--- config.mk ---
export PLATFORM = sky130hd
export DESIGN_NAME = i2s_frame_reader
export DESIGN_NICKNAME = d
export VERILOG_FILES = /design/src/rtl/i2s_pkg.sv /design/src/rtl/i2s_word_packer.sv /design/src/rtl/i2s_frame_reader.sv
export SDC_FILE = /design/constraint.sdc
export NUM_CORES = 1
export LEC_CHECK = 0
export CORE_ASPECT_RATIO = 1.2
export CORE_MARGIN = 2
export CORE_UTILIZATION = 54
export CTS_CLUSTER_SIZE = 30
export DETAILED_ROUTE_END_ITERATION = 12
export PLACE_DENSITY = 0.86
export SLEW_MARGIN = 20
export SYNTH_ARGS = -nofsm -noshare
export SYNTH_HDL_FRONTEND = slang
export SYNTH_SLANG_ARGS = --single-unit
--- constraint.sdc ---
create_clock -name clk_i -period 4.7 [get_ports clk_i]
set_input_delay 0.94 -clock clk_i [delete_from_list [all_inputs] [get_ports clk_i]]
set_output_delay 0.94 -clock clk_i [all_outputs]
set_load 0.01 [all_outputs]
--- src/rtl/i2s_pkg.sv ---
// Shared types and constants for the I2S capture-RAM frame reader.
package i2s_pkg;
    localparam int FRAME_BITS = 256;

    typedef enum logic [1:0] {
        ST_IDLE,
        ST_ARM,
        ST_READ
    } rd_state_t;
endpackage

--- src/rtl/i2s_word_packer.sv ---
// Serial-to-word assembly register plus one holding register feeding the valid/ready output.
module i2s_word_packer
    import i2s_pkg::*;
#(
    parameter int SAMPLE_BITS = 32,
    parameter int CH_BITS     = 3,
    parameter int FRAME_W     = 3
) (
    input  logic                   clk_i,
    input  logic                   rst_i,
    input  logic                   flush_i,
    input  logic                   bit_vld_i,
    input  logic                   bit_i,
    input  logic [CH_BITS-1:0]     ch_i,
    input  logic [FRAME_W-1:0]     frame_i,
    output logic                   can_issue_o,
    output logic                   empty_o,
    output logic [SAMPLE_BITS-1:0] sample_o,
    output logic [CH_BITS-1:0]     channel_o,
    output logic [FRAME_W-1:0]     frame_idx_o,
    output logic                   valid_o,
    input  logic                   ready_i
);
    localparam int CNT_W = $clog2(SAMPLE_BITS) + 1;
    localparam int OCC_W = $clog2(SAMPLE_BITS) + 2;

    logic [SAMPLE_BITS-1:0] r_asm, r_hold;
    logic [CNT_W-1:0]       r_asm_cnt;
    logic [CH_BITS-1:0]     r_asm_ch, r_hold_ch;
    logic [FRAME_W-1:0]     r_asm_frame, r_hold_frame;
    logic                   r_hold_vld;

    logic                   w_pop, w_hold_free, w_asm_full, w_last_bit;
    logic [SAMPLE_BITS-1:0] w_shift;
    logic [OCC_W-1:0]       w_occ;

    assign w_pop       = r_hold_vld & ready_i;
    assign w_hold_free = ~r_hold_vld | w_pop;
    assign w_asm_full  = (r_asm_cnt == CNT_W'(SAMPLE_BITS));
    assign w_last_bit  = (r_asm_cnt == CNT_W'(SAMPLE_BITS - 1));
    assign w_shift     = {r_asm[SAMPLE_BITS-2:0], bit_i};

    // Bits held or arriving next cycle; a bit issued now lands one cycle later,
    // so issue only while that bit is guaranteed a slot.
    assign w_occ = ((r_hold_vld & ~w_pop) ? OCC_W'(SAMPLE_BITS) : OCC_W'(0))
                 + OCC_W'(r_asm_cnt) + OCC_W'(bit_vld_i);
    assign can_issue_o = (w_occ < OCC_W'(2 * SAMPLE_BITS));
    assign empty_o     = ~r_hold_vld & (r_asm_cnt == '0);

    always_ff @(posedge clk_i) begin
        if (rst_i) begin
            r_asm        <= '0;
            r_asm_cnt    <= '0;
            r_asm_ch     <= '0;
            r_asm_frame  <= '0;
            r_hold       <= '0;
            r_hold_ch    <= '0;
            r_hold_frame <= '0;
            r_hold_vld   <= 1'b0;
        end else if (flush_i) begin
            r_asm_cnt  <= '0;
            r_hold_vld <= 1'b0;
        end else begin
            if (w_pop)
                r_hold_vld <= 1'b0;
            if (w_asm_full) begin
                if (w_hold_free) begin
                    r_hold       <= r_asm;
                    r_hold_ch    <= r_asm_ch;
                    r_hold_frame <= r_asm_frame;
                    r_hold_vld   <= 1'b1;
                    r_asm_cnt    <= bit_vld_i ? CNT_W'(1) : CNT_W'(0);
                    if (bit_vld_i) begin
                        r_asm       <= w_shift;
                        r_asm_ch    <= ch_i;
                        r_asm_frame <= frame_i;
                    end
                end
            end else if (bit_vld_i) begin
                if (w_last_bit && w_hold_free) begin
                    r_hold       <= w_shift;
                    r_hold_ch    <= ch_i;
                    r_hold_frame <= frame_i;
                    r_hold_vld   <= 1'b1;
                    r_asm_cnt    <= '0;
                end else begin
                    r_asm       <= w_shift;
                    r_asm_ch    <= ch_i;
                    r_asm_frame <= frame_i;
                    r_asm_cnt   <= r_asm_cnt + CNT_W'(1);
                end
            end
        end
    end

    assign sample_o    = r_hold;
    assign channel_o   = r_hold_ch;
    assign frame_idx_o = r_hold_frame;
    assign valid_o     = r_hold_vld;
endmodule

--- src/rtl/i2s_frame_reader.sv ---
// Streams completed 256-bit frames out of the circular capture RAM as channel words.
// Optional overrun_count_o is built when I2S_READER_OVERRUN_CNT_EN is defined.
module i2s_frame_reader
    import i2s_pkg::*;
#(
    parameter  int CIRC_BUF_BITS = 3,
    parameter  int SAMPLE_BITS   = 32,
    localparam int CH_BITS       = 8 - $clog2(SAMPLE_BITS)
) (
    input  logic                       clk_i,
    input  logic                       rst_i,
    input  logic                       enable_i,
    input  logic [CIRC_BUF_BITS-1:0]   last_good_frame_idx_i,
    output logic [CIRC_BUF_BITS+7:0]   ram_read_addr_o,
    output logic                       ram_read_en_o,
    input  logic                       ram_read_data_i,
    output logic [SAMPLE_BITS-1:0]     sample_o,
    output logic [CH_BITS-1:0]         channel_o,
    output logic [CIRC_BUF_BITS-1:0]   frame_idx_o,
    output logic                       sample_valid_o,
    input  logic                       sample_ready_i,
    output logic                       overrun_o
`ifdef I2S_READER_OVERRUN_CNT_EN
    ,
    output logic [15:0]                overrun_count_o
`endif
);
    localparam int PEND_W = CIRC_BUF_BITS + 1;

    rd_state_t                r_state, w_state_nxt;
    logic [CIRC_BUF_BITS-1:0] r_last_good, r_frame, r_rd_frame;
    logic [7:0]               r_bit;
    logic [PEND_W-1:0]        r_pending;
    logic                     r_rd_pend, r_overrun;
    logic [CH_BITS-1:0]       r_rd_ch;

    logic w_completion, w_overrun, w_hold_off, w_issue, w_frame_end;
    logic w_can_issue, w_pk_empty, w_drained, w_arm_go;

    assign w_completion = (last_good_frame_idx_i != r_last_good);
    assign w_overrun    = (r_state == ST_READ) && w_completion &&
                          (r_pending == PEND_W'((1 << CIRC_BUF_BITS) - 1));
    // Once disabled, finish the frame in progress but never start another.
    assign w_hold_off   = ~enable_i && (r_bit == 8'd0);
    assign w_issue      = (r_state == ST_READ) && (r_pending != '0) && w_can_issue &&
                          ~w_overrun && ~w_hold_off;
    assign w_frame_end  = w_issue && (r_bit == 8'(FRAME_BITS - 1));
    assign w_drained    = ~r_rd_pend && w_pk_empty;
    assign w_arm_go     = (r_state == ST_ARM) && enable_i && w_completion;

    always_comb begin
        w_state_nxt = r_state;
        case (r_state)
            ST_IDLE: if (enable_i) w_state_nxt = ST_ARM;
            ST_ARM: begin
                if (!enable_i)         w_state_nxt = ST_IDLE;
                else if (w_completion) w_state_nxt = ST_READ;
            end
            ST_READ: if (w_hold_off && w_drained) w_state_nxt = ST_IDLE;
            default: w_state_nxt = ST_IDLE;
        endcase
    end

    // Tracks the writer even through reset so leaving reset never fakes a completion.
    always_ff @(posedge clk_i) r_last_good <= last_good_frame_idx_i;

    always_ff @(posedge clk_i) begin
        if (rst_i) begin
            r_state    <= ST_IDLE;
            r_frame    <= '0;
            r_bit      <= '0;
            r_pending  <= '0;
            r_rd_pend  <= 1'b0;
            r_rd_ch    <= '0;
            r_rd_frame <= '0;
            r_overrun  <= 1'b0;
        end else begin
            r_state   <= w_state_nxt;
            r_rd_pend <= w_issue;
            r_overrun <= w_overrun;
            if (w_issue) begin
                r_rd_ch    <= r_bit[7:8-CH_BITS];
                r_rd_frame <= r_frame;
            end
            if (w_arm_go || w_overrun) begin
                r_frame   <= last_good_frame_idx_i;
                r_bit     <= '0;
                r_pending <= PEND_W'(1);
            end else if (r_state == ST_READ) begin
                if (w_issue) begin
                    r_bit <= r_bit + 8'd1;
                    if (w_frame_end)
                        r_frame <= r_frame + CIRC_BUF_BITS'(1);
                end
                if (w_state_nxt == ST_IDLE)
                    r_pending <= '0;
                else if (w_completion && !w_frame_end)
                    r_pending <= r_pending + PEND_W'(1);
                else if (!w_completion && w_frame_end)
                    r_pending <= r_pending - PEND_W'(1);
            end else begin
                r_pending <= '0;
            end
        end
    end

`ifdef I2S_READER_OVERRUN_CNT_EN
    logic [15:0] r_ovr_cnt;
    always_ff @(posedge clk_i) begin
        if (rst_i)
            r_ovr_cnt <= '0;
        else if (w_overrun && r_ovr_cnt != 16'hFFFF)
            r_ovr_cnt <= r_ovr_cnt + 16'd1;
    end
    assign overrun_count_o = r_ovr_cnt;
`endif

    i2s_word_packer #(
        .SAMPLE_BITS (SAMPLE_BITS),
        .CH_BITS     (CH_BITS),
        .FRAME_W     (CIRC_BUF_BITS)
    ) u_packer (
        .clk_i       (clk_i),
        .rst_i       (rst_i),
        .flush_i     (w_overrun),
        .bit_vld_i   (r_rd_pend),
        .bit_i       (ram_read_data_i),
        .ch_i        (r_rd_ch),
        .frame_i     (r_rd_frame),
        .can_issue_o (w_can_issue),
        .empty_o     (w_pk_empty),
        .sample_o    (sample_o),
        .channel_o   (channel_o),
        .frame_idx_o (frame_idx_o),
        .valid_o     (sample_valid_o),
        .ready_i     (sample_ready_i)
    );

    assign ram_read_addr_o = {r_frame, r_bit};
    assign ram_read_en_o   = w_issue;
    assign overrun_o       = r_overrun;
endmodule

# After elaboration in Yosys (flattened, before gate mapping)
# Index checks and enable logic that the tools add are counted.
classes:
  n_addsub: 7
  n_lt_le_gt_ge: 1
  n_eq_ne: 11
  n_mux: 52
  bitwise: 11
  reduce_logical: 37
op_table:
  columns: ["operator", "count"]
  rows:
  - ["$mux W32", 9]
  - ["$mux W3", 22]
  - ["$mux W6", 5]
  - ["$logic_and A1 B1 Y1", 15]
  - ["$reduce_bool A2 Y1", 6]
  - ["$mux W1", 9]
  - ["$add A8 B1 Y8 const B", 1]
  - ["$eq A8 B8 Y1 const B", 1]
  - ["$logic_not A8 Y1", 1]
  - ["$mux W2", 4]
  - ["$mux W4", 2]
  - ["$add A7 B1 Y7", 1]
  - ["$add A7 B6 Y7", 1]
  - ["$lt A7 B7 Y1 const B", 1]
  - ["$not A1 Y1", 7]
  - ["$add A6 B1 Y6 const B", 1]
  - ["$eq A6 B5 Y1 const B", 1]
  - ["$eq A6 B6 Y1 const B", 1]
  - ["$logic_not A6 Y1", 1]
  - ["$pmux W2 S3", 1]
  - ["$ne A5 B1 Y1 const B", 1]
  - ["$reduce_and A5 Y1", 1]
  - ["$add A4 B1 Y4 const B", 1]
  - ["$eq A4 B3 Y1 const B", 1]
  - ["other kinds (18)", 25]
word_totals:
  ff_bits: 111
  in_bits: 8
  out_inout_bits: 52
  word_cells: 137

# Longest topological paths before layout
# Gate-level depths: netlist of run 1.
logic_depth:
  depth_word: 17
  depth_mapped: 15
  depth_no_buf: 14

# Modules after synthesis
# Synthesis of run 1 repeated with hierarchy kept, for this count alone.
hier_totals:
  cells_unflattened: 502
  area_unflattened_um2: 5232.5
by_module_without_submodules:
  columns: ["module", "n_inst", "cells_each", "area_each_um2", "seq_area_each_um2"]
  rows:
  - ["i2s_word_packer", 1, 360, 3809.9, 1661.6]
  - ["i2s_frame_reader", 1, 142, 1422.6, 560.5]

# Worst setup path before layout of run 1
# OpenSTA, ideal clock, no wires.
synth_path:
  kind: "input to register"
  from: "input sample_ready_i"
  to: "register r_pending[3]"
  setup_time_ps: 70
  arrival_time_ps: 3656
  required_ps: 4630
  slack_ps: 974
  stages: 15
  path_buffers: 1
  path_cell_list: "nand2b_1 -> clkbuf_1 -> inv_1 -> ha_1 -> nor3_1 -> nand3_1 -> or3_1 -> ha_1 -> inv_1 -> ha_1 -> a21o_1 -> a21oi_1 -> xnor2_1 -> or3_1 -> a21oi_1"
synth_between:
  elab_chain_len: 14
  elab_cells_between_ends: 16
  cone_classes: "add/sub: 2; order compare: 1; mux: 2; bitwise: 3; reduce/logical: 8"
synth_lines:
  columns: ["item", "line_no", "source"]
  rows:
  - ["start, declared", "i2s_frame_reader.sv:21", "input logic sample_ready_i,"]
  - ["$and A1 B1 Y1 (*)", "i2s_word_packer.sv:37", "assign w_pop = r_hold_vld & ready_i;"]
  - ["$not A1 Y1 (*)", "i2s_word_packer.sv:45", "assign w_occ = ((r_hold_vld & ~w_pop) ? OCC_W'(SAMPLE_BITS) : OCC_W'(0))"]
  - ["$and A1 B1 Y1 (*)", "i2s_word_packer.sv:45", null]
  - ["$mux W6 (*)", "i2s_word_packer.sv:45", null]
  - ["$add A7 B6 Y7 (*)", "i2s_word_packer.sv:46", "+ OCC_W'(r_asm_cnt) + OCC_W'(bit_vld_i);"]
  - ["$add A7 B1 Y7 (*)", "i2s_word_packer.sv:46", null]
  - ["$lt A7 B7 Y1 (*)", "i2s_word_packer.sv:47", "assign can_issue_o = (w_occ < OCC_W'(2 * SAMPLE_BITS));"]
  - ["$logic_and A1 B1 Y1 (*) (2 in a row)", "i2s_frame_reader.sv:45", "assign w_issue = (r_state == ST_READ) && (r_pending != '0) && w_can_issue &&"]
  - ["$logic_and A1 B1 Y1 (*)", "i2s_frame_reader.sv:46", "~w_overrun && ~w_hold_off;"]
  - ["$logic_and A1 B1 Y1 (*)", "i2s_frame_reader.sv:47", "assign w_frame_end = w_issue && (r_bit == 8'(FRAME_BITS - 1));"]
  - ["$logic_not A1 Y1", "i2s_frame_reader.sv:97", "else if (w_completion && !w_frame_end)"]
  - ["$logic_and A1 B1 Y1", "i2s_frame_reader.sv:97", null]
  - ["$mux W4 or $reduce_bool A2 Y1 (tied branches)", null, null]
  - ["end signal, assigned", "i2s_frame_reader.sv:98", "r_pending <= r_pending + PEND_W'(1);"]
  - ["end signal, assigned", "i2s_frame_reader.sv:100", "r_pending <= r_pending - PEND_W'(1);"]
  - ["end, declared", "i2s_frame_reader.sv:33", "logic [PEND_W-1:0] r_pending;"]
# Every way passes the cells marked *; elsewhere a longest branch is shown, timed or not.
# A chain may end at the register's enable or synchronous reset.

# Worst setup path in the final report of run 1
# Ends and elaborated chain as after synthesis.

==> results of run 1 <==
synth_stat cells (2+ instances only):
master	count	area (um^2)
sky130_fd_sc_hd__nand2b_1	3	18.8
sky130_fd_sc_hd__clkbuf_1	13	48.8
sky130_fd_sc_hd__a311oi_1	5	43.8
sky130_fd_sc_hd__nor3b_1	2	15.0
sky130_fd_sc_hd__inv_1	15	56.3
sky130_fd_sc_hd__mux2i_1	47	470
sky130_fd_sc_hd__nor2_1	61	229
sky130_fd_sc_hd__buf_6	4	45.0
sky130_fd_sc_hd__nor4_1	2	12.5
sky130_fd_sc_hd__ha_1	10	125
sky130_fd_sc_hd__and3_1	6	37.5
sky130_fd_sc_hd__nand3_1	9	45.0
sky130_fd_sc_hd__dfxtp_1	111	2220
sky130_fd_sc_hd__nand2_1	83	312
sky130_fd_sc_hd__a211oi_1	30	225
sky130_fd_sc_hd__nand4_1	3	18.8
sky130_fd_sc_hd__o31ai_1	4	30.0
sky130_fd_sc_hd__or4_1	4	30.0
sky130_fd_sc_hd__xnor2_1	7	61.3
sky130_fd_sc_hd__buf_2	15	75.1
sky130_fd_sc_hd__o21ai_0	7	35.0
sky130_fd_sc_hd__buf_4	3	22.5
sky130_fd_sc_hd__a21oi_1	52	260
sky130_fd_sc_hd__or3_1	7	43.8
sky130_fd_sc_hd__a31oi_1	3	18.8
sky130_fd_sc_hd__nor3_1	2	10.0
sky130_fd_sc_hd__a32oi_1	2	17.5
sky130_fd_sc_hd__a211oi_2	8	100
power groups by stage:
stage / registers, mW / logic, mW / clock network (mW)
6_report: 0.950 / 0.0535 / 0.590
5_1_grt: 0.951 / 0.0592 / 0.645
4_1_cts: 0.950 / 0.0536 / 0.604
3_5_place_dp: 0.972 / 0.0534 / 0
3_3_place_gp: 0.971 / 0.0514 / 0
2_1_floorplan: 0.971 / 0.0363 / 0
routing by layer:
layer  share of wire [%]  vias up  global-route usage, %
li1                    -     1963                      -
met1                  44     1813                   24.5
met2                  51       83                   35.4
met3                 3.7        9                   3.22
met4                 1.1        0                   7.14
met5                   0        -                      0
kinds of logic (layout without fill, tap and decap cells):
kind of cell	count (synthesis)	in the layout	share of synthesized area, %
compound gates	120	120	16.8
buf+inv	51	96	5.21
simple gates	190	190	17.8
mux	47	47	9.74
fa+ha+maj	11	11	3.01
xor+xnor	8	8	1.45
flops	111	111	46.0
metrics by stage:
step           power, mW  setup slack, ps  hold slack, ps
2_1_floorplan       1.01              974             423
6_report            1.59              648             460
3_5_place_dp        1.03              294             448
4_1_cts             1.61              668             462
3_3_place_gp        1.02              427             437
5_1_grt             1.66              371             484
tightest hold or removal path, delay by kind of cell (launching register included):
| family | cells | cell delay, ps |
|---|---|---|
| compound gates | 1 | 50 |
| simple gates | 1 | 50 |
| flops | 1 | 320 |
worst paths after layout:
path	startpoint	endpoint	slack (ps)	cells past startpoint
setup / recovery	sample_ready_i	r_pending[3]	650	15
hold / removal	u_packer.r_asm_frame[1]	u_packer.r_asm_frame[1]	460	2
setup reg to reg	u_packer.valid_o	r_pending[3]	1370	14
hold reg to reg	u_packer.r_asm_frame[1]	u_packer.r_asm_frame[1]	460	2
cell type report:
type                            count  area (um^2)
Fill cell                         726         3030
Multi-Input combinational cell    376         2360
Sequential cell                   111         2220
Timing Repair Buffer               65          631
Tap cell                          117          146
Clock buffer                        9          124
Clock inverter                      7         87.6
Inverter                           15         56.3
registers in the layout, summed over array words and instances, names as in the netlist, 4 cells and up:
register            count
u_packer.r_asm         32
u_packer.sample_o      32
r_bit                   8
u_packer.r_asm_cnt      6
r_pending               4
==> metrics.md, run 1 <==
| Metric | Value |
|---|---|
| Initial Util | `between 50% and 60%` |
| Synthesized instance count | `approximately 540` |
| Post-CTS sizing | `0` |
| CP most frequent cell | `sky130_fd_sc_hd__ha_1` |
| Share of final-layout standard cells stronger than drive strength 1 | `6.35%` |
| Antenna Cells | `0` |
| Via Count | `about 3900` |
| Most common cell after layout, fill and taps aside | `sky130_fd_sc_hd__dfxtp_1` |
| Final count of negative-setup-slack endpoints | `0` |
| Number of flops mapped to enable cells by yosys | `0` |
| Worst slew slack as a fraction of its limit | `approximately 50%` |
| GR Overflow Total | `0` |
| Peak VDD IR | `approximately 0.14 mV` |
| # nets final | `between 500 and 600` |
| Buffer depth of the longest clock path | `2` |
| Net count after synthesis | `approximately 560` |
| Result of the run | `completed` |
| Pin count of the biggest net entering global routing | `between 70 and 80` |
| Number of port buffers | `between 50 and 60` |
| Worst Hold Class | `reg -> reg` |
| Area of the core | `roughly 8700 um^2` |
| Fin. Hold Viols | `0` |
| Final non-filler cell area | `roughly 5600 um^2` |
| Aggregate global-route resource usage | `19.9%` |
| H-tree depth reported by CTS | `3` |
| Min Clock Period, post-route | `between 4000 and 5000 ps` |
| Sequential element share of the synthesized area | `46.0%` |
| Series of cell instances along the critical path | `clkdlybuf4s50_1 -> nand2b_1 -> inv_1 -> ha_1 -> nor3_1 -> nand3_1 -> or3_1 -> ha_1 -> inv_1 -> ha_1 -> a21o_1 -> a21oi_1 -> xnor2_1 -> or3_1 -> a21oi_1` |
| Slowest cell delay on critical path | `450 ps` |
| Num CTS Buffers | `9` |
| Area added between synthesis and finish | `16.6%` |
| Highest achievable clock rate | `0.247 GHz` |
| Number of global-route vias before repair | `approximately 3700` |
| Area after detailed placement | `around 5400 um^2` |
| Element type at the critical path end | `register` |
| Synth Area per Inst | `~9 um^2` |
| Average wire length per cell after detail routing | `13.6 um` |
| Clock group share of total power | `between 30% and 40%` |
| Max Clock Skew | `between 9 and 10 ps` |
| Max-Cap Viols | `0` |
| Clk pin slew, worst setup/hold paths | `roughly 100 ps` |
| CP Launch Type | `input port` |
| Initial antenna violation count | `0` |
| Wire length of the first global-routing pass | `16300 um` |
| Global placement routability congestion | `approximately 0.87` |
| Synthesis-stage register bit count | `between 100 and 150` |
| Die width | `90.3 um` |
| First-pass iteration count of the detailed router | `7` |
| Via-to-Cell Ratio | `between 5 and 6` |
| Async set or reset register ratio after synthesis | `0%` |
| Maximum net fanout on the critical path | `9` |
| Data arrival time of the critical path | `around 4300 ps` |
| Final Max Tran Viols | `0` |
| Later-pin clock latency in the skew report | `360 ps` |
| DP Wirelength | `approximately 6500 um` |
| Syn Std Cell Area | `a little under 5000 um^2` |
| Number of buffers inserted by post-CTS setup repair | `0` |
| CTS hold repair buffers | `0` |
| Cell with the biggest individual delay on the critical path | `sky130_fd_sc_hd__clkdlybuf4s50_1` |
| Transition time of the tightest slew-check pin | `752 ps` |
| Share of total power in sequential cells | `59.6%` |
| Distinct cells, synth | `between 40 and 50` |
| Number of top-level pins | `60` |
| Post-Layout Cell Count | `700` |
| Period utilization | `between 80% and 90%` |
| Crit path required time | `~5000 ps` |
| Setup repair after global routing missed its margin | `no` |
| Starting DRT DRC Count | `227` |
| Areal power density over the cells | `roughly 280 nW/um^2` |
| Leakage dissipation | `~2.2 nW` |
| Comb pwr share | `about 3.4%` |
| Commonest cells after routing, fill and taps aside | `sky130_fd_sc_hd__dfxtp_1, sky130_fd_sc_hd__nand2_1, sky130_fd_sc_hd__nor2_1, sky130_fd_sc_hd__clkdlybuf4s50_1, sky130_fd_sc_hd__a21oi_1` |
| Buffering stage count on the worst path with inverters included | `3` |
| Post-synth top flop | `sky130_fd_sc_hd__dfxtp_1` |
| Kind of cell adding the most delay to the critical path | `simple AND/OR/NAND/NOR gates` |
| P_int | `between 1 and 1.5 mW` |
| Count of placed standard cells including taps | `slightly below 700` |
| Crit path kind | `in -> reg` |
| Net switching share of the total power | `a little under a quarter` |
| Antenna viol nets, final | `0` |
| Clock tree from TritonCTS | `done` |
| Wirelength, routed | `between 9000 and 10000 um` |
| Net load switching power | `between 0.3 and 0.4 mW` |
| Accumulated negative setup slack | `0 ps` |
| # DRC | `0` |
| Floorplan die area | `roughly 9700 um^2` |
| Synth warnings | `0` |
| Chip height | `108 um` |
| Clock sink count | `around 110` |
| Utilization of the core after routing | `65.0%` |
| Root Buffer Master | `sky130_fd_sc_hd__clkbuf_8` |
| Standard-cell row count | `37` |
(Power assumes the default switching activity.)
==> run 2, diff against run 1 <==
--- a/config.mk
+++ b/config.mk
@@ -5,6 +5,7 @@
 export SDC_FILE = /design/constraint.sdc
 export NUM_CORES = 1
 export LEC_CHECK = 0
+export CAP_MARGIN = 15
 export CORE_ASPECT_RATIO = 1.2
 export CORE_MARGIN = 2
 export CORE_UTILIZATION = 54
==> results of run 2 <==
No change in the layout: final DEF, timing and power equal those of run 1.
